$ cat src/rtl/uart_defs.sv
// Shared UART definitions: byte width and drain/receive FSM state encodings.
// Intended for reuse by both the transmit FIFO and a later receive buffer.
package uart_defs;

  localparam int unsigned BYTE_W = 8;

  typedef enum logic [1:0] {
    StIdle = 2'b00,
    StBusy = 2'b01,
    StDone = 2'b10
  } uart_state_e;

endpackage

$ cat src/rtl/uart_fifo_ram.sv
// Byte storage for the UART FIFOs: DEPTH entries, one synchronous write port
// and one asynchronous read port. Contents are not reset.
// Ports:
//   clk_i           clock
//   we_i            write enable (write on rising edge)
//   waddr_i/wdata_i write address / data
//   raddr_i         read address
//   rdata_o         combinational read data
module uart_fifo_ram
  import uart_defs::*;
#(
  parameter int unsigned DEPTH  = 16,
  parameter int unsigned ADDR_W = 4
) (
  input  logic              clk_i,
  input  logic              we_i,
  input  logic [ADDR_W-1:0] waddr_i,
  input  logic [BYTE_W-1:0] wdata_i,
  input  logic [ADDR_W-1:0] raddr_i,
  output logic [BYTE_W-1:0] rdata_o
);

  logic [BYTE_W-1:0] mem_q [DEPTH];

  always_ff @(posedge clk_i) begin
    if (we_i) begin
      mem_q[waddr_i] <= wdata_i;
    end
  end

  assign rdata_o = mem_q[raddr_i];

endmodule

$ cat src/rtl/uart_tx_fifo.sv
// Byte FIFO feeding uart_tx. Producers push at clock rate; a three-state drain
// FSM issues one byte at a time using the write_enable / TC handshake.
// Optional feature macro: UART_TX_FIFO_OVERFLOW_EN builds a sticky overflow
// flag set on any push attempted while full; without it overflow is tied 0.
// Ports:
//   clk, reset_bar      clock, asynchronous active-low reset
//   wr_data, wr_en      push byte / request (dropped while full)
//   full, empty, count  occupancy status (combinational from count register)
//   tx_data             registered byte to uart_tx, held between issues
//   tx_write_enable     one-cycle registered issue pulse
//   tx_tc               transmission complete / idle from uart_tx
//   overflow            sticky dropped-push flag
module uart_tx_fifo
  import uart_defs::*;
#(
  parameter int unsigned DEPTH  = 16,
  parameter int unsigned ADDR_W = 4
) (
  input  logic              clk,
  input  logic              reset_bar,
  input  logic [BYTE_W-1:0] wr_data,
  input  logic              wr_en,
  output logic              full,
  output logic              empty,
  output logic [ADDR_W:0]   count,
  output logic [BYTE_W-1:0] tx_data,
  output logic              tx_write_enable,
  input  logic              tx_tc,
  output logic              overflow
);

  logic [ADDR_W-1:0] wr_ptr_q, wr_ptr_d;
  logic [ADDR_W-1:0] rd_ptr_q, rd_ptr_d;
  logic [ADDR_W:0]   count_q, count_d;
  uart_state_e       state_q, state_d;
  logic [BYTE_W-1:0] tx_data_q, tx_data_d;
  logic              tx_we_q, tx_we_d;
  logic [BYTE_W-1:0] rd_data;
  logic              push, pop;

  assign full  = (count_q == (ADDR_W+1)'(DEPTH));
  assign empty = (count_q == '0);
  assign count = count_q;
  // A push while full is dropped even if a pop happens on the same edge.
  assign push  = wr_en && !full;

  uart_fifo_ram #(
    .DEPTH  (DEPTH),
    .ADDR_W (ADDR_W)
  ) u_ram (
    .clk_i   (clk),
    .we_i    (push),
    .waddr_i (wr_ptr_q),
    .wdata_i (wr_data),
    .raddr_i (rd_ptr_q),
    .rdata_o (rd_data)
  );

  // Drain FSM: issue in IDLE, wait for TC to fall (BUSY), then rise (DONE).
  always_comb begin
    state_d   = state_q;
    tx_we_d   = 1'b0;
    tx_data_d = tx_data_q;
    pop       = 1'b0;
    case (state_q)
      StIdle: begin
        if (!empty && tx_tc) begin
          pop       = 1'b1;
          tx_we_d   = 1'b1;
          tx_data_d = rd_data;
          state_d   = StBusy;
        end
      end
      StBusy: begin
        if (!tx_tc) state_d = StDone;
      end
      StDone: begin
        if (tx_tc) state_d = StIdle;
      end
      default: state_d = StIdle;
    endcase
  end

  always_comb begin
    wr_ptr_d = push ? wr_ptr_q + ADDR_W'(1) : wr_ptr_q;
    rd_ptr_d = pop ? rd_ptr_q + ADDR_W'(1) : rd_ptr_q;
    unique case ({push, pop})
      2'b10:   count_d = count_q + (ADDR_W+1)'(1);
      2'b01:   count_d = count_q - (ADDR_W+1)'(1);
      default: count_d = count_q;
    endcase
  end

  always_ff @(posedge clk or negedge reset_bar) begin
    if (!reset_bar) begin
      wr_ptr_q  <= '0;
      rd_ptr_q  <= '0;
      count_q   <= '0;
      state_q   <= StIdle;
      tx_data_q <= '0;
      tx_we_q   <= 1'b0;
    end else begin
      wr_ptr_q  <= wr_ptr_d;
      rd_ptr_q  <= rd_ptr_d;
      count_q   <= count_d;
      state_q   <= state_d;
      tx_data_q <= tx_data_d;
      tx_we_q   <= tx_we_d;
    end
  end

  assign tx_data         = tx_data_q;
  assign tx_write_enable = tx_we_q;

`ifdef UART_TX_FIFO_OVERFLOW_EN
  logic overflow_q, overflow_d;

  always_comb begin
    overflow_d = overflow_q | (wr_en & full);
  end

  always_ff @(posedge clk or negedge reset_bar) begin
    if (!reset_bar) begin
      overflow_q <= 1'b0;
    end else begin
      overflow_q <= overflow_d;
    end
  end

  assign overflow = overflow_q;
`else
  assign overflow = 1'b0;
`endif

endmodule

$ cat config.mk
export PLATFORM = sky130hd
export DESIGN_NAME = uart_tx_fifo
export DESIGN_NICKNAME = d
export VERILOG_FILES = /design/src/rtl/uart_defs.sv /design/src/rtl/uart_fifo_ram.sv /design/src/rtl/uart_tx_fifo.sv
export SDC_FILE = /design/constraint.sdc
export NUM_CORES = 1
export LEC_CHECK = 0
export BUFFER_PORTS_ARGS = -buffer_cell sky130_fd_sc_hd__buf_2
export CORE_UTILIZATION = 45
export DETAILED_ROUTE_END_ITERATION = 8
export SLEW_MARGIN = 5
export SYNTH_ARGS = -nofsm -noshare
export SYNTH_HDL_FRONTEND = slang
export SYNTH_HIERARCHICAL = 1
export SYNTH_SLANG_ARGS = --single-unit
$ cat constraint.sdc
create_clock -name clk -period 6 [get_ports clk]
set_input_delay 0 -clock clk [delete_from_list [all_inputs] [get_ports clk]]
set_output_delay 0 -clock clk [all_outputs]
set_load 0.02 [all_outputs]
## Yosys cells after proc, flatten, opt, wreduce, memory -nomap -nowiden

Memories as Yosys holds them, arrays and structs flattened. A register that Yosys moved wholly into a read port is not among the register bits.
Index checks and enable logic that the tools add are counted.

| storage, ports and cells | value |
|---|---|
| memories kept | 1 |
| bits in registers | 16 |
| input bits | 12 |
| output and inout port bits | 17 |
| bits in writable memories | 128 |

| operators by class | value |
|---|---|
| muxes and demuxes | 9 |
| equality and inequality tests | 8 |
| add/sub/neg operators | 4 |
| reduce and logical (&&, ||, !) cells | 10 |

Memories:

| name | words | bits a word | rd ports | clocked after Yosys merged registers in | write ports | RTL line | source |
|---|---|---|---|---|---|---|---|
| u_ram.mem_q | 16 | 8 | 1 | 1 | 1 | uart_fifo_ram.sv:23 | `logic [BYTE_W-1:0] mem_q [DEPTH];` |

Operators with widths:

| operator | count |
|---|---|
| $pmux 5 s2 | 1 |
| $add 4x1->4 const B | 2 |
| $mux 2 | 3 |
| $ne 2x2->1 const B | 3 |
| $pmux 2 s3 | 1 |
| $add 5x1->5 const B | 1 |
| $eq 5x5->1 const B | 1 |
| $logic_not 5->1 | 1 |
| $sub 5x1->5 const B | 1 |
| $eq 2x1->1 const B | 2 |
| $eq 2x2->1 const B | 2 |
| $mux 1 | 4 |
| $logic_not 1->1 | 3 |
| $reduce_and 3->1 | 1 |
| $logic_and 1x1->1 | 2 |
| $logic_not 2->1 | 1 |
| $reduce_and 2->1 | 1 |
| $reduce_bool 2->1 | 1 |

## Depth between registers and ports, before layout

Gate-level depths: netlist of the first run.

| depth | value |
|---|---|
| depth after elaboration | 7 |
| gate-level depth with buffers | 9 |

## Cells and area by module

Netlist of the first run, hierarchy kept.

By module, submodules not included:

| module | cells an instance | times used | seq. area each (um2) | area an instance (um2) |
|---|---|---|---|---|
| uart_fifo_ram | 221 | 1 | 3843.7 | 4987.3 |
| uart_tx_fifo | 98 | 1 | 600.6 | 1194.9 |

## Worst setup path before layout of the first run

Ideal clock, no wire load.

| timing path | value |
|---|---|
| kind | register -> register |
| from | register count_q[1] (netlist: count[1]) |
| to | register count_q[4] (netlist: count[4]) |
| stages on the path, launching flop included | 10 |
| path slack | 2920 ps |
| buffers on the path | 1 |
| arrival time | 2946 ps |
| path through | dfrtp_1 > or4_4 > o21ai_2 > buf_6 > inv_1 > ha_1 > ha_1 > or4b_2 > o311ai_0 > o211ai_1 |

| on the way | value |
|---|---|
| word-level cells in the longest chain between the ends | 7 |

RTL lines:

| what | RTL line | source |
|---|---|---|
| from (decl) | uart_tx_fifo.sv:34 | `logic [ADDR_W:0] count_q, count_d;` |
| from (signal assigned) | uart_tx_fifo.sv:105 | `count_q <= count_d;` |
| $logic_not 5->1 * | uart_tx_fifo.sv:42 | `assign empty = (count_q == '0);` |
| $logic_not 1->1 * | uart_tx_fifo.sv:67 | `if (!empty && tx_tc) begin` |
| $logic_and 1x1->1 * | uart_tx_fifo.sv:67 |  |
| $mux 1 * | uart_tx_fifo.sv:67 |  |
| $mux 1 * | uart_tx_fifo.sv:65 | `case (state_q)` |
| net pop | uart_tx_fifo.sv:39 | `logic push, pop;` |
| $eq 2x1->1 or $eq 2x2->1 (tied branches) | uart_tx_fifo.sv:87 | `unique case ({push, pop})` |
| $pmux 5 s2 or $reduce_bool 2->1 (tied branches) | - |  |

Mark *: on every way through the listed nets, which the timed path passes. The rest lies on a longest branch.
A chain may end at the register's enable or synchronous reset.

## Worst setup path after layout of the first run

Ends and elaborated chain as after synthesis.

==> impl_metrics.toml, run 1 <==
[drt]
drc = 0
drt-vias-per-instance = 5.591
vias = 3103
drtIter0Drc = 304
drt_wl_total_mm = 11.57
antenna_left = 0
firstDrtPassIters = 5
wl_per_cell_um = 20.85

[clock_tree]
cts_resized = 0
clockRootBuffer = "clkbuf_16"
cts_buffers = 17
htreeDepth = 4
cts_tree = "built"
clock_sinks = 152
cts_max_path_buffers = 2
clock_latency_ps = 420
path_clk_slew_ps = 60

[setup_path]
start_kind = "register"
slowest_delay_ps = 670
path_class = "reg2reg"
reg2reg_setup_slack_ps = 2480
crit_fanout = 11
crit_slowest_cell = "or4b_2"
endpoint_kind = "register"
cp.arrival_ps = 3800
required_ps = 6280
crit_path_frequent_cell = "ha_1"
crit_chain = "or4_4, o21ai_2, inv_1, ha_1, ha_1, or4b_2, o311ai_0, o211ai_1"

[global_routing]
grt_usage = 0.1823
grt_pass1_vias = 3203
grt_max_degree = 36
grt_first_pass_wirelength_mm = 18.29
grt_overflow = 0
antenna_found_initial = 0

[yosys]
synth.net_count = 338
ys_ff_latch = 152
yosys-top-cells-area = "edfxtp_1 (62%), dfrtp_1 (9.7%), mux4_2 (6.6%)"
synthFlopType = "edfxtp_1"
yosysTopAreaCell = "edfxtp_1"
syn_inst = 319
async_flop_share = 0.1579
syn_area_sq_mm = 0.006182
yosysTopAreaCellShare = 0.6217
yosysWarnings = 6
synth.most_common_cell = "edfxtp_1"
synth_cell_type_count = 42
ys_seq_area_frac = 0.7189
synth_edf_count = 128
synth.avg_cell_area_sq_um = 19.38
synth_common_cells = "edfxtp_1 (128), dfrtp_1 (24), mux4_2 (18)"

[die]
die_height_um = 119.2
die_w_um = 119.2
initial_core_util = 0.4650
rows = 42
io_pins = 29
die-area_sq_mm = 0.01421
core-area_sq_mm = 0.01330

[timing]
setup_ws_ps = 2481
finalSetupTns_ps = 0
finalCritPeriodShare = 0.5865
fin_skew_ps = 4.335
finalSetupViolCount = 0
worstMarginPinSlew_ps = 1034
hold_viol = 0
fin_crit_ps = 3519
grt_setup_unrepaired = "no"
slew_headroom = 0.3081
max_freq_ghz = 0.2842
slew_viol_final = 0

[layout]
drive_above_1_share = 0.2586
fin_nets = 385
num_antenna_cells = 0
syn_to_final_growth_pct = 15.79

[power]
power_uw = 3482
ir_worst_vdd_mv = 0.3383
p_leak_uw = 0.002500
power_density_mw_per_mm2 = 486.5

[place]
port-buffer-count = 27
dp_hpwl_mm = 7.293
place_ws_ps = 2465
gp_congestion = 0.7493

[outcome]
status = "finished, final reports clean"

[flow_run]
maxCapViolCount = 0

[worst_hold_path]
hold_class = "in2async"
-- timing repair --
item | CTS | global route
endpoints found under the setup margin | 0 | 0
hold buffers | 11 | 0
endpoints found under the hold margin | 156 | 0
buffers inserted | 0 | 0
-- final timing paths --
check                            from          end  cells after the start
max                          count[1]     count[4]                      8
min                         reset_bar     count[1]                      2
max reg2reg                  count[1]     count[4]                      8
min reg2reg                state_q[1]   state_q[0]                      1
max in group asynchronous   reset_bar  rd_ptr_q[0]                      2
min in group clk                tx_tc   state_q[1]                      3
-- metrics by stage --
| step | area [sq um] | util | hold WS, ps | cells |
|---|---|---|---|---|
| 2_1_floorplan | 6182 | - | -295.6 | 319 |
| 3_3_place_gp | 6462 | 0.4861 | 13.05 | 512 |
| 3_5_place_dp | 6462 | 0.4861 | 18.58 | 512 |
| 4_1_cts | 7158 | 0.5384 | 104.3 | 555 |
| 5_1_grt | 7158 | 0.5384 | 124.1 | 555 |
| 6_report | 7158 | 0.5384 | 100.4 | 555 |
-- routing by layer --
layer	vias up	GRT usage	wire length, um
met3	2	0.05556	755
met2	110	0.2823	5551
met5	-	0	0
met1	1594	0.2478	5232
li1	1397	-	-
met4	0	0.05696	33
-- sequential cells by signal (all words and copies together) (netlist names) --
| register | cells |
|---|---|
| state_q | 2 |
| tx_data | 8 |
| tx_write_enable | 1 |
| rd_ptr_q | 4 |
| count | 5 |
| u_ram/mem_q | 128 |
| wr_ptr_q | 4 |
-- power breakdown --
part / internal [uW] / total, uW / switching [uW]
registers: 1320 / 1490 / 162
clock network: 649 / 1050 / 398
logic: 437 / 949 / 512
-- worst max-delay path: cells and delay by family (launching register included) --
| family | cells | cell delay, ps |
|---|---|---|
| compound gates | 3 | 760 |
| fa+ha+maj | 2 | 750 |
| buf+inv | 1 | 160 |
| flops | 1 | 440 |
| simple gates | 2 | 1270 |
-- kinds of logic after synthesis --
kind of cell	after synthesis	share of synthesized area
DFF	152	0.7189
and+or+nand+nor	57	0.04938
muxes	44	0.1469
AOI/OAI and AO/OA	31	0.03542
buffers and inverters	18	0.02064
xor gates and xnor gates	9	0.01275
adders and majority gates	7	0.01538
other	1	0.0006066
-- area by class of cell --
type                       instances  area [sq um]
clock buffer                      18         429.2
sequential                       152          4447
inverter                           4         15.01
multi-input combinational        149          1615
clock inverter                    14         156.4
fill                            1054          6137
tap                              176         220.2
timing repair buffer              42         275.3
-- cell usage in the layout, fill, tap and decap left out, types with 3 or more instances in the layout --
master           n
edfxtp_1       128
mux2_2          12
inv_1            4
a21oi_1          6
o211ai_1         3
nor3_1           4
nand3_1          4
buf_2           27
nor3b_1          7
dlygate4sd3_1   11
mux4_1          14
nand2_1         11
buf_4            4
mux4_2          18
xnor2_1          6
clkbuf_16       17
ha_1             6
a22oi_1         16
nor2_1          15
clkinv_2         6
bufinv_16        3
dfrtp_1         22
xor2_1           3
No activity file was read; power rests on OpenSTA's default activity.
==> run 2: changes to the inputs <==
Clock period 6 ns to 3.6 ns, I/O delays scaled along.
==> impl_metrics.toml, run 2 (synthesized netlist as in run 1, its figures left out) <==
[setup_path]
crit_path_frequent_cell = "ha_1"
crit_fanout = 10
path_class = "reg2reg"
crit_chain = "nor4_2, a21boi_1, inv_1, ha_1, ha_1, or4b_2, o311ai_0, o211ai_1"
endpoint_kind = "register"
r2r-end = "count[4]"
start_kind = "register"
reg2reg_setup_slack_ps = 530
slowest_delay_ps = 670
rr_worst_depth = 8
crit_path_start = "count[1]"
cp.arrival_ps = 3360
crit_slowest_cell = "or4b_2"
endpoint = "count[4]"
required_ps = 3890
r2r_start = "count[1]"

[die]
io_pins = 29
die_w_um = 119.2
core-area_sq_mm = 0.01330
die_height_um = 119.2
rows = 42
die-area_sq_mm = 0.01421
initial_core_util = 0.4650

[drt]
antenna_left = 0
vias = 3122
firstDrtPassIters = 4
drt-vias-per-instance = 5.535
drc = 0
drtIter0Drc = 232
drt_wl_total_mm = 11.67
wl_per_cell_um = 20.69

[clock_tree]
postCtsSetupRepairBufs = 0
path_clk_slew_ps = 60
cts_buffers = 17
clock_latency_ps = 420
cts_max_path_buffers = 2
clock_sinks = 152
cts_tree = "built"
clockRootBuffer = "clkbuf_16"
htreeDepth = 4

[place]
port-buffer-count = 27
gp_congestion = 0.7238
postPlaceCellArea_sq_mm = 0.006524
dp_hpwl_mm = 7.510

[worst_hold_path]
hold_class = "in2async"

[power]
p_leak_uw = 0.002531
power_density_mw_per_mm2 = 806.5
ir_worst_vdd_mv = 0.4015

[layout]
layout_common_cells = "edfxtp_1 (128), buf_2 (27), dfrtp_1 (23), mux4_2 (18), clkbuf_16 (17)"
largest_reg_flops = 128
drive_above_1_share = 0.2732
final_cell_area_sq_mm = 0.007217
layout.cells.most_common = "edfxtp_1"
num_antenna_cells = 0
fillCellCount = 1055
syn_to_final_growth_pct = 16.74
fin_nets = 394
largest_register = "u_ram/mem_q"

[timing]
slew_viol_final = 0
fin_crit_ps = 3074
finalSetupTns_ps = 0
max_freq_ghz = 0.3253
grt_setup_unrepaired = "no"
finalSetupViolCount = 0
fin_skew_ps = 6.822
slew_headroom = 0.3983
hold_viol = 0
worstMarginPinSlew_ps = 899.3
finalCritPeriodShare = 0.8539

[global_routing]
grt_first_pass_wirelength_mm = 18.49
grt_overflow = 0
grt.busiest_layer = "met2"
use_met3 = 0.04933
grt_pass1_vias = 3234
use_met2 = 0.2809
use_met1 = 0.2539
grt_max_degree = 36
antenna_found_initial = 0
grt_usage = 0.1840

[flow_run]
maxCapViolCount = 0

[outcome]
status = "finished, final reports clean"
## run 2: cell count changes in the layout (fill, tap and decap cells not counted), moves of 2 or more
cell | before | now
inv_6 | 1 | 3
clkinvlp_4 | 2 | 4
clkinv_2 | 6 | 2
buf_4 | 4 | 13
## run 2: repair_timing
item                                    CTS  global route
gates resized for setup                   0             1
endpoints found under the hold margin   156             0
endpoints found under the setup margin    0             1
hold buffers                             11             0
## run 2: worst min path at each step
stage               slack (ps)       from          to  depth (start not counted)
global route               150  reset_bar  tx_data[2]                          2
CTS                        100  reset_bar  tx_data[1]                          2
global placement            10  reset_bar    count[3]                          1
finish                     110  reset_bar  tx_data[3]                          2
detailed placement          10  reset_bar    count[3]                          1
floorplan                 -300  reset_bar    count[0]                          0
## run 2: final cells by class
class | instances | area (sq um) | area share
sequential | 152 | 4446 | 0.6160
multi-input combinational | 149 | 1617 | 0.2240
clock buffer | 17 | 425.4 | 0.05895
timing repair buffer | 51 | 342.8 | 0.04750
tap | 176 | 220.2 | 0.03051
clock inverter | 15 | 151.4 | 0.02098
inverter | 4 | 15.01 | 0.002080
## run 2: critical path, delay by kind of cell (launching register included)
family | cells | cell delay [ps]
flip-flops | 1 | 460
buffers and inverters | 1 | 110
AND/OR/NAND/NOR | 2 | 1130
AO/OA/AOI/OAI | 3 | 520
adder cells (fa/ha/maj) | 2 | 730
## run 2: report_power, final
part	leakage, uW	total, uW	internal [uW]	switching [uW]
logic	0.000815	1650	759	886
clock network	0.000271	1710	1020	695
registers	0.00145	2460	2200	256
total	0.00253	5820	3980	1840
## run 2: layer usage
| metal | wire length (um) | vias to the layer above |
|---|---|---|
| met1 | 5285 | 1619 |
| met5 | 0 | - |
| met3 | 548 | 11 |
| met2 | 5662 | 75 |
| li1 | - | 1417 |
| met4 | 172 | 0 |
## run 2: through the flow
step                cells  utilization  hold WS (ps)  worst slack, ps  total power (uW)
global placement      521       0.4907         11.95            557.3              4100
detailed placement    521       0.4907         12.99            293.1              4138
global route          564       0.5428         153.1            251.3              6118
floorplan             319            -        -295.6            520.4              3652
CTS                   564       0.5423         96.90            288.1              5869
finish                564       0.5428         110.6            526.1              5820
